[src/rtl/data_island_packet_stream_serializer_pkg.sv]
// Shared constants, state encoding and the BCH step used by the data island serializer.
package hdmi_data_island_pkg;
    localparam int PACKET_CLOCKS         = 32;
    localparam int HEADER_DATA_CLOCKS    = 24;
    localparam int SUBPACKET_DATA_CLOCKS = 28;

    // x^8+x^7+x^6+1 in LSB-first (right-shifting) form
    localparam logic [7:0]  BCH_POLY              = 8'h83;
    localparam logic [23:0] NULL_PACKET_HEADER    = 24'h000000;
    localparam logic [55:0] NULL_PACKET_SUBPACKET = 56'h0;

    typedef enum logic {
        ST_IDLE = 1'b0,
        ST_SEND = 1'b1
    } island_state_e;

    function automatic logic [7:0] bch_step(input logic [7:0] lfsr, input logic bit_in);
        bch_step = (lfsr >> 1) ^ (((lfsr[0] ^ bit_in) == 1'b1) ? BCH_POLY : 8'h00);
    endfunction
endpackage

[src/rtl/data_island_packet_stream_serializer_bch.sv]
// BCH parity LFSR for one lane, absorbing BITS_PER_CLOCK data bits per clock LSB-first.
// clear_i restarts the code word on the same clock as its first data bits.
module bch_lane_parity_generator
    import hdmi_data_island_pkg::*;
#(
    parameter int BITS_PER_CLOCK = 1
) (
    input  logic                      clock,
    input  logic                      reset,
    input  logic                      clear_i,
    input  logic                      shift_i,
    input  logic [BITS_PER_CLOCK-1:0] bits_i,
    output logic [7:0]                parity_o
);
    logic [7:0] lfsr_q;
    logic [7:0] lfsr_d;

    always_comb begin
        lfsr_d = clear_i ? 8'h00 : lfsr_q;
        if (shift_i) begin
            for (int i = 0; i < BITS_PER_CLOCK; i++) begin
                lfsr_d = bch_step(lfsr_d, bits_i[i]);
            end
        end
    end

    always_ff @(posedge clock) begin
        if (reset) begin
            lfsr_q <= 8'h00;
        end else if (shift_i || clear_i) begin
            lfsr_q <= lfsr_d;
        end
    end

    assign parity_o = lfsr_q;
endmodule

[src/rtl/data_island_packet_stream_serializer.sv]
// Serializes 1..MAX_PACKETS data island packets back-to-back onto three TERC4 channels.
// Slot 0 of packet 0 appears one clock after islandStart; upstream is pulled only at packet boundaries.
module data_island_packet_stream_serializer
    import hdmi_data_island_pkg::*;
#(
    parameter int MAX_PACKETS = 18,
    parameter int CNT_W       = $clog2(MAX_PACKETS + 1)
) (
    input  logic             clock,
    input  logic             reset,
    input  logic             islandStart,
    input  logic [CNT_W-1:0] packetCount,
    input  logic             hsync,
    input  logic             vsync,
    input  logic             packetValid,
    output logic             packetReady,
    input  logic [23:0]      header,
    input  logic [55:0]      subpacket0,
    input  logic [55:0]      subpacket1,
    input  logic [55:0]      subpacket2,
    input  logic [55:0]      subpacket3,
    output logic [3:0]       terc4channel0,
    output logic [3:0]       terc4channel1,
    output logic [3:0]       terc4channel2,
    output logic             islandActive,
    output logic             islandDone
);
    localparam logic [CNT_W-1:0] MAX_CNT   = CNT_W'(MAX_PACKETS);
    localparam logic [CNT_W-1:0] ONE_CNT   = CNT_W'(1);
    localparam logic [4:0]       LAST_SLOT = 5'(PACKET_CLOCKS - 1);

    island_state_e    state_q;
    logic [4:0]       slot_q;
    logic [CNT_W-1:0] remaining_q;
    logic [23:0]      header_q;
    logic [55:0]      sub_q [4];

    logic        start, fetch, computing, last_of_island;
    logic [4:0]  cur_slot;
    logic        hdr_data_slot, sub_data_slot, bch_clear;
    logic [23:0] hdr_src;
    logic [55:0] sub_src [4];
    logic [1:0]  sub_bits [4];
    logic [7:0]  hdr_par;
    logic [7:0]  sub_par [4];
    logic        hdr_bit_d;
    logic [3:0]  ch1_d, ch2_d;
    logic [1:0]  lane;

    assign start          = (state_q == ST_IDLE) && islandStart && (packetCount != '0);
    assign fetch          = !reset && (start ||
                            ((state_q == ST_SEND) && (slot_q == LAST_SLOT) && (remaining_q > ONE_CNT)));
    assign packetReady    = fetch;
    assign computing      = start || (state_q == ST_SEND);
    assign cur_slot       = (state_q == ST_SEND) ? slot_q : 5'd0;
    assign last_of_island = (state_q == ST_SEND) && (slot_q == LAST_SLOT) && (remaining_q == ONE_CNT);
    assign hdr_data_slot  = cur_slot < 5'(HEADER_DATA_CLOCKS);
    assign sub_data_slot  = cur_slot < 5'(SUBPACKET_DATA_CLOCKS);
    assign bch_clear      = computing && (cur_slot == 5'd0);

    // A packet being fetched is serialized straight from the inputs on its first slot
    always_comb begin
        hdr_src = header_q;
        for (int n = 0; n < 4; n++) sub_src[n] = sub_q[n];
        if (fetch) begin
            if (packetValid) begin
                hdr_src    = header;
                sub_src[0] = subpacket0;
                sub_src[1] = subpacket1;
                sub_src[2] = subpacket2;
                sub_src[3] = subpacket3;
            end else begin
                hdr_src = NULL_PACKET_HEADER;
                for (int n = 0; n < 4; n++) sub_src[n] = NULL_PACKET_SUBPACKET;
            end
        end
    end

    always_comb begin
        lane      = 2'b00;
        ch1_d     = 4'h0;
        ch2_d     = 4'h0;
        hdr_bit_d = hdr_data_slot ? hdr_src[cur_slot] : hdr_par[cur_slot[2:0]];
        for (int n = 0; n < 4; n++) begin
            sub_bits[n] = {sub_src[n][{cur_slot, 1'b1}], sub_src[n][{cur_slot, 1'b0}]};
            lane = sub_data_slot ? sub_bits[n]
                                 : {sub_par[n][{cur_slot[1:0], 1'b1}], sub_par[n][{cur_slot[1:0], 1'b0}]};
            ch1_d[n] = lane[0];
            ch2_d[n] = lane[1];
        end
    end

    bch_lane_parity_generator #(.BITS_PER_CLOCK(1)) u_hdr_bch (
        .clock    (clock),
        .reset    (reset),
        .clear_i  (bch_clear),
        .shift_i  (computing && hdr_data_slot),
        .bits_i   (hdr_src[cur_slot]),
        .parity_o (hdr_par)
    );

    for (genvar g = 0; g < 4; g++) begin : g_sub_bch
        bch_lane_parity_generator #(.BITS_PER_CLOCK(2)) u_sub_bch (
            .clock    (clock),
            .reset    (reset),
            .clear_i  (bch_clear),
            .shift_i  (computing && sub_data_slot),
            .bits_i   (sub_bits[g]),
            .parity_o (sub_par[g])
        );
    end

    always_ff @(posedge clock) begin
        if (reset) begin
            state_q       <= ST_IDLE;
            slot_q        <= 5'd0;
            remaining_q   <= '0;
            header_q      <= NULL_PACKET_HEADER;
            for (int n = 0; n < 4; n++) sub_q[n] <= NULL_PACKET_SUBPACKET;
            terc4channel0 <= 4'h0;
            terc4channel1 <= 4'h0;
            terc4channel2 <= 4'h0;
            islandActive  <= 1'b0;
            islandDone    <= 1'b0;
        end else begin
            // Preamble bit is low only for the very first island clock, which is computed in IDLE
            terc4channel0 <= {state_q == ST_SEND, computing && hdr_bit_d, vsync, hsync};
            terc4channel1 <= computing ? ch1_d : 4'h0;
            terc4channel2 <= computing ? ch2_d : 4'h0;
            islandActive  <= computing;
            islandDone    <= last_of_island;
            if (fetch) begin
                header_q <= hdr_src;
                for (int n = 0; n < 4; n++) sub_q[n] <= sub_src[n];
            end
            case (state_q)
                ST_IDLE: begin
                    if (start) begin
                        state_q     <= ST_SEND;
                        slot_q      <= 5'd1;
                        remaining_q <= (packetCount > MAX_CNT) ? MAX_CNT : packetCount;
                    end
                end
                ST_SEND: begin
                    slot_q <= slot_q + 5'd1;
                    if (slot_q == LAST_SLOT) begin
                        if (remaining_q == ONE_CNT) state_q <= ST_IDLE;
                        else remaining_q <= remaining_q - ONE_CNT;
                    end
                end
                default: state_q <= ST_IDLE;
            endcase
        end
    end
endmodule
[config.mk]
export PLATFORM = sky130hd
export DESIGN_NAME = data_island_packet_stream_serializer
export DESIGN_NICKNAME = d
export VERILOG_FILES = /design/src/rtl/data_island_packet_stream_serializer_pkg.sv /design/src/rtl/data_island_packet_stream_serializer_bch.sv /design/src/rtl/data_island_packet_stream_serializer.sv
export SDC_FILE = /design/constraint.sdc
export NUM_CORES = 1
export LEC_CHECK = 0
export ABC_CLOCK_PERIOD_IN_PS = 9000
export BUFFER_PORTS_ARGS = -buffer_cell sky130_fd_sc_hd__buf_2
export CORE_MARGIN = 1.5
export CORE_UTILIZATION = 50
export CTS_BUF_LIST = sky130_fd_sc_hd__clkbuf_4 sky130_fd_sc_hd__clkbuf_8 sky130_fd_sc_hd__clkbuf_16
export DETAILED_ROUTE_END_ITERATION = 8
export PLACE_DENSITY = 0.77
export RECOVER_POWER = 50
export SKIP_CTS_REPAIR_TIMING = 1
export SLEW_MARGIN = 15
export SYNTH_ARGS = -nofsm -noshare
export SYNTH_HDL_FRONTEND = slang
export SYNTH_SLANG_ARGS = --single-unit
[constraint.sdc]
create_clock -name clock -period 9 [get_ports clock]
set_input_delay 0 -clock clock [delete_from_list [all_inputs] [get_ports clock]]
set_output_delay 0 -clock clock [all_outputs]
set_load 0.03 [all_outputs]
==> summary.md, run 1 <==
| Metric | Value |
|---|---|
| Status | complete, but fails checks |
| Failing checks | hold timing, capacitance limit, slew limit |
| Synthesized area | between 15000 and 20000 um^2 |
| Post-synth EDFFs | 224 |
| Syn_area_per_cell | 10.2 um^2 |
| IO Count | approximately 270 |
| Clock Path Buffers | 3 |
| Most frequent cells in the layout | 259 x buf_2, 256 x dlygate4sd3_1, 224 x edfxtp_1 |
| Hold WS | -0.0343 ns |
| Final Cycle Share | 0.721 |
| Quantity of I/O buffers inserted on ports | approximately 270 |
| Synth area leaders | edfxtp_1 39%, dfxtp_1 10%, and2_1 7.7% |
| Seq cells post-synth | 313 |
| Met2 Track Usage GR | 0.453 |
| Drt total wl | 59300 um |
| Full die area | 35300 um^2 |
| Slew HR | -1.12 |
| Root buf cell | clkbuf_16 |
| Commonest non-fill, non-tap cell in the layout | buf_2 |
| Worst slack at placement | ~3.7 ns |
| Layout area overhead | 29.9% |
| Start of the worst register-to-register path | state_q |
| N_diodes | 0 |
| Layout cell share with drive strength beyond 1 | 0.194 |
| RD Place Congestion | approximately 0.89 |
| Yosys cell types | 83 |
| Reg2reg setup slack | roughly 2.5 ns |
| DRC violation total after the first TritonRoute iteration | ~2.1k |
| Total CTS buffers | 36 |
| Clock Pin Slew Worst Setup and Hold Paths | 0.06 ns |
| CORE AREA | 33500 um^2 |
| Total track usage | 0.294 |
| Starting Density | 0.509 |
| Critical Path End Type | flop |
| Fin cells | roughly 2.6k |
| Global-route wire length before repair | between 80000 and 90000 um |
| Setup ws final | 2.51 ns |
| Post-synth top area cell | edfxtp_1 |
| Die height | 188 um |
| Sequential area share after synthesis | 0.499 |
| CP max FO | 47 |
| Placed cell count | ~2.3k |
| Worst Path Arrival | 6.89 ns |
| Worst Setup EP | g_sub_bch[3].u_sub_bch.parity_o[1] |
| Net count of the mapped netlist | 1934 |
| Clock latency on the worst-skew pair | between 0.5 and 0.6 ns |
| Peak supply drop | about 0.00013 V |
| Leakage | slightly below 9 nW |
| Synth warn | 0 |
| RSZ-0062 raised after global routing | no |
| # H-tree levels | 2 |
| Met3 usage | 0.0625 |
| Initial antenna violation count | 1 |
| Vias/cell | ~6.3 |
| ANT nets after route | 0 |
| Via count | 16.3k |
| Clk_skew | approximately 0.027 ns |
| Maxcap violations | 3 |
| Reg2reg end | g_sub_bch[3].u_sub_bch.parity_o[1] |
| Reg2Reg Depth | 12 |
| Drt pass-1 iters | 6 |
| Worst Hold Class | in -> reg |
| Gr busiest metal | met2 |
| Clk sinks | roughly 310 |
| Fin crit period | ~6.5 ns |
| Post-synth ARST share | 0 |
| Least-Margin Pin Slew | 3.19 ns |
| DPL Wire Length | around 35000 um |
| Nets | 2365 |
| Worst Path Required | ~9.4 ns |
| Final Max Tran Viols | roughly 160 |
| DRC viols | 0 |
| Synth top area share | 0.394 |
| Final core utilization | 0.661 |
| Register area | approximately 8500 um^2 |
| Fillers | 2484 |
| Max frequency | 0.154 GHz |
| Pwr Density | between 150 and 200 nW/um^2 |
| Die Wd | between 150 and 200 um |
| Final setup vio count | 0 |
| GRT met1 Usage | 0.400 |
| Final Hold Violating Endpoints | 14 |
| Cell Rows | 67 |
| Area of the multi-input gates | slightly below 8000 um^2 |
| Synth Instances | 1671 |
| Final Power | ~3.8 mW |
| Grt ovf | 0 |
| Fin Setup TNS | 0 ns |
| CP Launch Type | flop |
| Crit path kind | reg -> reg |
| WL/cell | ~23 um |
| CP startpoint | state_q |
| Largest net degree at the start of global routing | 280 |
| Vias in the first global route | 14.5k |
| Main synth FF type | edfxtp_1 |
| TritonCTS clock tree | done |
## area by class of cell
class | instances | share of cell area
Clock buffer | 58 | 0.0503
Clock inverter | 7 | 0.00220
Multi-Input combinational cell | 1171 | 0.348
Timing Repair Buffer | 553 | 0.186
Tap cell | 448 | 0.0253
Sequential cell | 313 | 0.384
Inverter | 27 | 0.00457
## how the worst min path moves through the flow
| stage | start | to | slack (ns) | cells past startpoint |
|---|---|---|---|---|
| after global placement | vsync | terc4channel0[1] | 0.22 | 2 |
| after detailed placement | hsync | terc4channel0[0] | 0.23 | 2 |
| after global routing | reset | terc4channel0[3] | -0.005 | 2 |
| after CTS | hsync | terc4channel0[0] | -0.29 | 2 |
| after floorplan | hsync | terc4channel0[0] | 0.13 | 1 |
| final | reset | header_q[23] | -0.03 | 2 |
## critical path, stage by stage (launching register included)
cell      delay, ns
dfxtp_1        0.60
buf_4          0.35
and2_0         2.32
nor2_1         0.66
nand4_1        0.31
o311ai_0       0.14
or4_1          0.51
a211oi_1       0.33
nor2_1         0.11
a21oi_1        0.27
or2_4          0.18
xnor3_1        0.37
o21a_1         0.17
## where the power goes
part | switching, mW | internal, mW
logic | 0.363 | 0.279
clock network | 0.592 | 0.853
registers | 0.0471 | 1.65
## metrics by stage
| stage | area [um^2] | hold slack, ns |
|---|---|---|
| 2_1_floorplan | 17100 | 0.128 |
| 3_3_place_gp | 18500 | 0.220 |
| 3_5_place_dp | 18500 | 0.226 |
| 4_1_cts | 19700 | -0.285 |
| 5_1_grt | 22200 | -0.00510 |
| 6_report | 22200 | -0.0343 |
## registers in the layout, indices dropped and copies added (netlist names)
register / cells
g_sub_bch.u_sub_bch.parity_o: 32
header_q: 24
islandActive: 1
islandDone: 1
remaining_q: 5
slot_q: 5
state_q: 1
sub_q: 224
terc4channel0: 4
terc4channel1: 4
terc4channel2: 4
u_hdr_bch.parity_o: 8
## per-layer routing
layer	wire length, um	up-vias
met5	12	-
li1	-	7154
met4	2970	2
met1	21900	7832
met3	6840	199
met2	27500	1137
## kinds of logic (layout without fill, tap and decap cells)
kind of cell,Yosys count,count (layout),share of synthesized area
AND/OR/NAND/NOR,642,642,0.194
AO/OA/AOI/OAI,441,441,0.196
flip-flops,313,313,0.499
buffers and inverters,187,645,0.0504
multiplexers,55,55,0.0417
XOR/XNOR,29,29,0.0161
adder cells (fa/ha/maj),4,4,0.00293
## synthesized netlist by cell type, types with 5 or more instances
| cell type | number |
|---|---|
| and2_1 | 211 |
| inv_1 | 25 |
| buf_4 | 10 |
| a221o_1 | 8 |
| or3_1 | 5 |
| a211oi_1 | 26 |
| o22a_1 | 6 |
| xnor2_1 | 20 |
| a21oi_1 | 88 |
| a31oi_1 | 43 |
| o21ai_0 | 18 |
| o2111ai_1 | 21 |
| a22oi_1 | 27 |
| nand3_1 | 80 |
| o311ai_1 | 5 |
| o41ai_1 | 8 |
| o22ai_1 | 5 |
| nor2_1 | 68 |
| buf_1 | 15 |
| mux2i_1 | 19 |
| or2_2 | 5 |
| nor3_1 | 21 |
| dfxtp_1 | 89 |
| xor2_1 | 7 |
| a221oi_1 | 70 |
| nand2_1 | 185 |
| a211o_1 | 17 |
| mux2_2 | 26 |
| buf_2 | 37 |
| a311o_1 | 6 |
| nand4_1 | 6 |
| o21ai_1 | 8 |
| and3_1 | 28 |
| a22o_1 | 13 |
| clkbuf_1 | 88 |
| edfxtp_1 | 224 |
| buf_6 | 10 |
| a311oi_1 | 10 |
| nor4_1 | 10 |
| mux4_2 | 9 |
| nor2b_1 | 6 |
| o211ai_1 | 16 |
Note: power is estimated with default switching activity, not from simulation.
==> inputs of run 2 (changes only) <==
ABC_CLOCK_PERIOD_IN_PS = 5500   (was 9000)
PLACE_DENSITY = 0.8   (was 0.77)
clock period = 5.5 ns   (was 9 ns; I/O delays follow)
==> run 2 against run 1 <==
The run still ends with hold timing, capacitance limit, slew limit left. Total power grew 65%. Core utilization grew 0.34 points. Count of clock-buffer cells in the layout shrank 3. Sequential share of layout area shrank 0.20 points. Global-route usage grew 0.059 points. Critical path depth shrank 2. Highest routed layer is now met4. Maximum frequency grew 28%. Critical endpoint unchanged.
==> summary.md, run 2 (same netlist as run 1, synthesis figures left out) <==
| Metric | Value |
|---|---|
| Status | complete, but fails checks |
| Failing checks | hold timing, capacitance limit, slew limit |
| Register area | ~8500 um^2 |
| CP Cell Sequence | buf_4, nand2b_1, a21oi_1, nor2_1, nor2_1, nor4_1, o21a_2, or2_4, xnor3_1, o21a_1 |
| Root buf cell | clkbuf_16 |
| Clock latency on the worst-skew pair | between 0.5 and 0.6 ns |
| Total CTS buffers | 35 |
| WL/cell | roughly 24 um |
| RSZ-0062 raised after global routing | no |
| Total track usage | 0.295 |
| Final Cycle Share | 0.924 |
| Worst Path Arrival | ~5.5 ns |
| Crit path top cell by count | nor2_1 |
| WP buf/inv | 1 |
| Worst Path Required | ~6 ns |
| RD Place Congestion | 0.930 |
| Die height | between 150 and 200 um |
| Most frequent cells in the layout | 258 x buf_2, 251 x dlygate4sd3_1, 224 x edfxtp_1 |
| Clock Path Buffers | 3 |
| Slew HR | -0.527 |
| CORE AREA | 33500 um^2 |
| Fillers | about 2.5k |
| Crit path kind | reg -> reg |
| Full die area | ~35000 um^2 |
| Clk sinks | roughly 310 |
| Clk_skew | ~0.021 ns |
| Max reg flops | between 200 and 250 |
| IO Count | between 200 and 300 |
| CP top delay family | compound AO/OA/AOI/OAI gates |
| Final setup vio count | 0 |
| Largest Register | sub_q |
| CP startpoint | state_q |
| Commonest non-fill, non-tap cell in the layout | buf_2 |
| Cell Rows | 67 |
| DRC viols | 0 |
| CP max stage cell | a21oi_1 |
| Peak supply drop | roughly 0.0002 V |
| Layout cell share with drive strength beyond 1 | 0.200 |
| Crit path largest cell delay | 1.72 ns |
| Max frequency | between 0.15 and 0.2 GHz |
| Least-Margin Pin Slew | 2.29 ns |
| Start of the worst register-to-register path | state_q |
| Setup ws final | ~0.42 ns |
| CP max FO | 36 |
| Vias in the first global route | 14.3k |
| DRC violation total after the first TritonRoute iteration | between 2k and 2.5k |
| Crit. path cell count | 10 |
| Via count | 16.8k |
| Initial antenna violation count | 3 |
| Worst Hold Class | in -> reg |
| Critical Path End Type | flop |
| Drt pass-1 iters | 8 |
| Maxcap violations | 1 |
| TritonCTS clock tree | done |
| Final Hold Violating Endpoints | 3 |
| Nets | 2373 |
| Drt total wl | 61700 um |
| Final Max Tran Viols | 25 |
| # H-tree levels | 2 |
| Reg2reg end | g_sub_bch[3].u_sub_bch.parity_o[1] |
| ANT nets after route | 0 |
| Area of the multi-input gates | 7720 um^2 |
| Final core utilization | 0.665 |
| Worst Setup EP | g_sub_bch[3].u_sub_bch.parity_o[1] |
| Reg2Reg Depth | 10 |
| Final Power | just over 6 mW |
| Layout area overhead | 30.6% |
| Leakage | ~8.7 nW |
| Reg2reg setup slack | around 0.42 ns |
| Global-route wire length before repair | 81700 um |
| Grt ovf | 0 |
| Worst slack at placement | 0.940 ns |
| Starting Density | 0.509 |
| Pwr Density | 280 nW/um^2 |
| DPL Wire Length | between 30000 and 40000 um |
| CP Launch Type | flop |
| Largest net degree at the start of global routing | 90 |
| Clock Pin Slew Worst Setup and Hold Paths | roughly 0.060 ns |
| Fin Setup TNS | 0 ns |
| Fin crit period | slightly above 5 ns |
| Die Wd | 188 um |
| Vias/cell | 6.48 |
| Quantity of I/O buffers inserted on ports | about 270 |
| Hold WS | -0.0238 ns |
==> run 2: changes by cell type in the layout (fill, tap and decap cells not counted), moves of 2 or more <==
cell / change
diode_2: +3
clkbuf_16: -2
dlygate4sd3_1: -5
buf_12: +6
buf_4: +9
and2_0: +25
and2_1: -26
==> run 2: worst min-delay path by stage <==
stage	from	endpoint	slack [ns]	depth (start not counted)
2_1_floorplan	hsync	terc4channel0[0]	0.13	1
3_3_place_gp	hsync	terc4channel0[0]	0.22	2
3_5_place_dp	vsync	terc4channel0[1]	0.24	2
4_1_cts	vsync	terc4channel0[1]	-0.30	2
5_1_grt	packetCount[3]	remaining_q[3]	0.01	4
6_report	packetCount[3]	remaining_q[3]	-0.02	4
==> run 2: worst min-delay path, cell delays in order <==
cell     delay, ns
buf_2         0.13
a32oi_1       0.15
or2_2         0.12
a21oi_1       0.05
==> run 2: area by class of cell <==
class / instances / share of cell area
clock inverters: 8 / 0.00376
inverters: 27 / 0.00455
diodes: 3 / 0.000337
multi-input cells: 1171 / 0.346
flip-flops and latches: 313 / 0.382
repair buffers: 562 / 0.191
clock buffers: 55 / 0.0474
well taps: 448 / 0.0252
==> run 2: metrics by stage <==
| stage | area [um^2] | instances |
|---|---|---|
| after floorplan | 17100 | 1671 |
| after global placement | 18700 | 2270 |
| after detailed placement | 18700 | 2270 |
| after CTS | 19800 | 2333 |
| after global routing | 22300 | 2586 |
| final | 22300 | 2587 |
==> run 2: power by group <==
part,internal (mW),leakage [nW],switching [mW]
Sequential,2.70,3.16,0.0784
Combinational,0.466,5.00,0.608
Clock,1.38,0.577,1.00
Total,4.55,8.73,1.69
==> run 2: layer usage <==
layer | up-vias | wire length [um] | global-route usage
met2 | 1359 | 28500 | 0.451
met4 | 0 | 3840 | 0.140
met5 | - | 0 | 0
met3 | 297 | 7060 | 0.0533
li1 | 7175 | - | -
met1 | 7938 | 22300 | 0.406
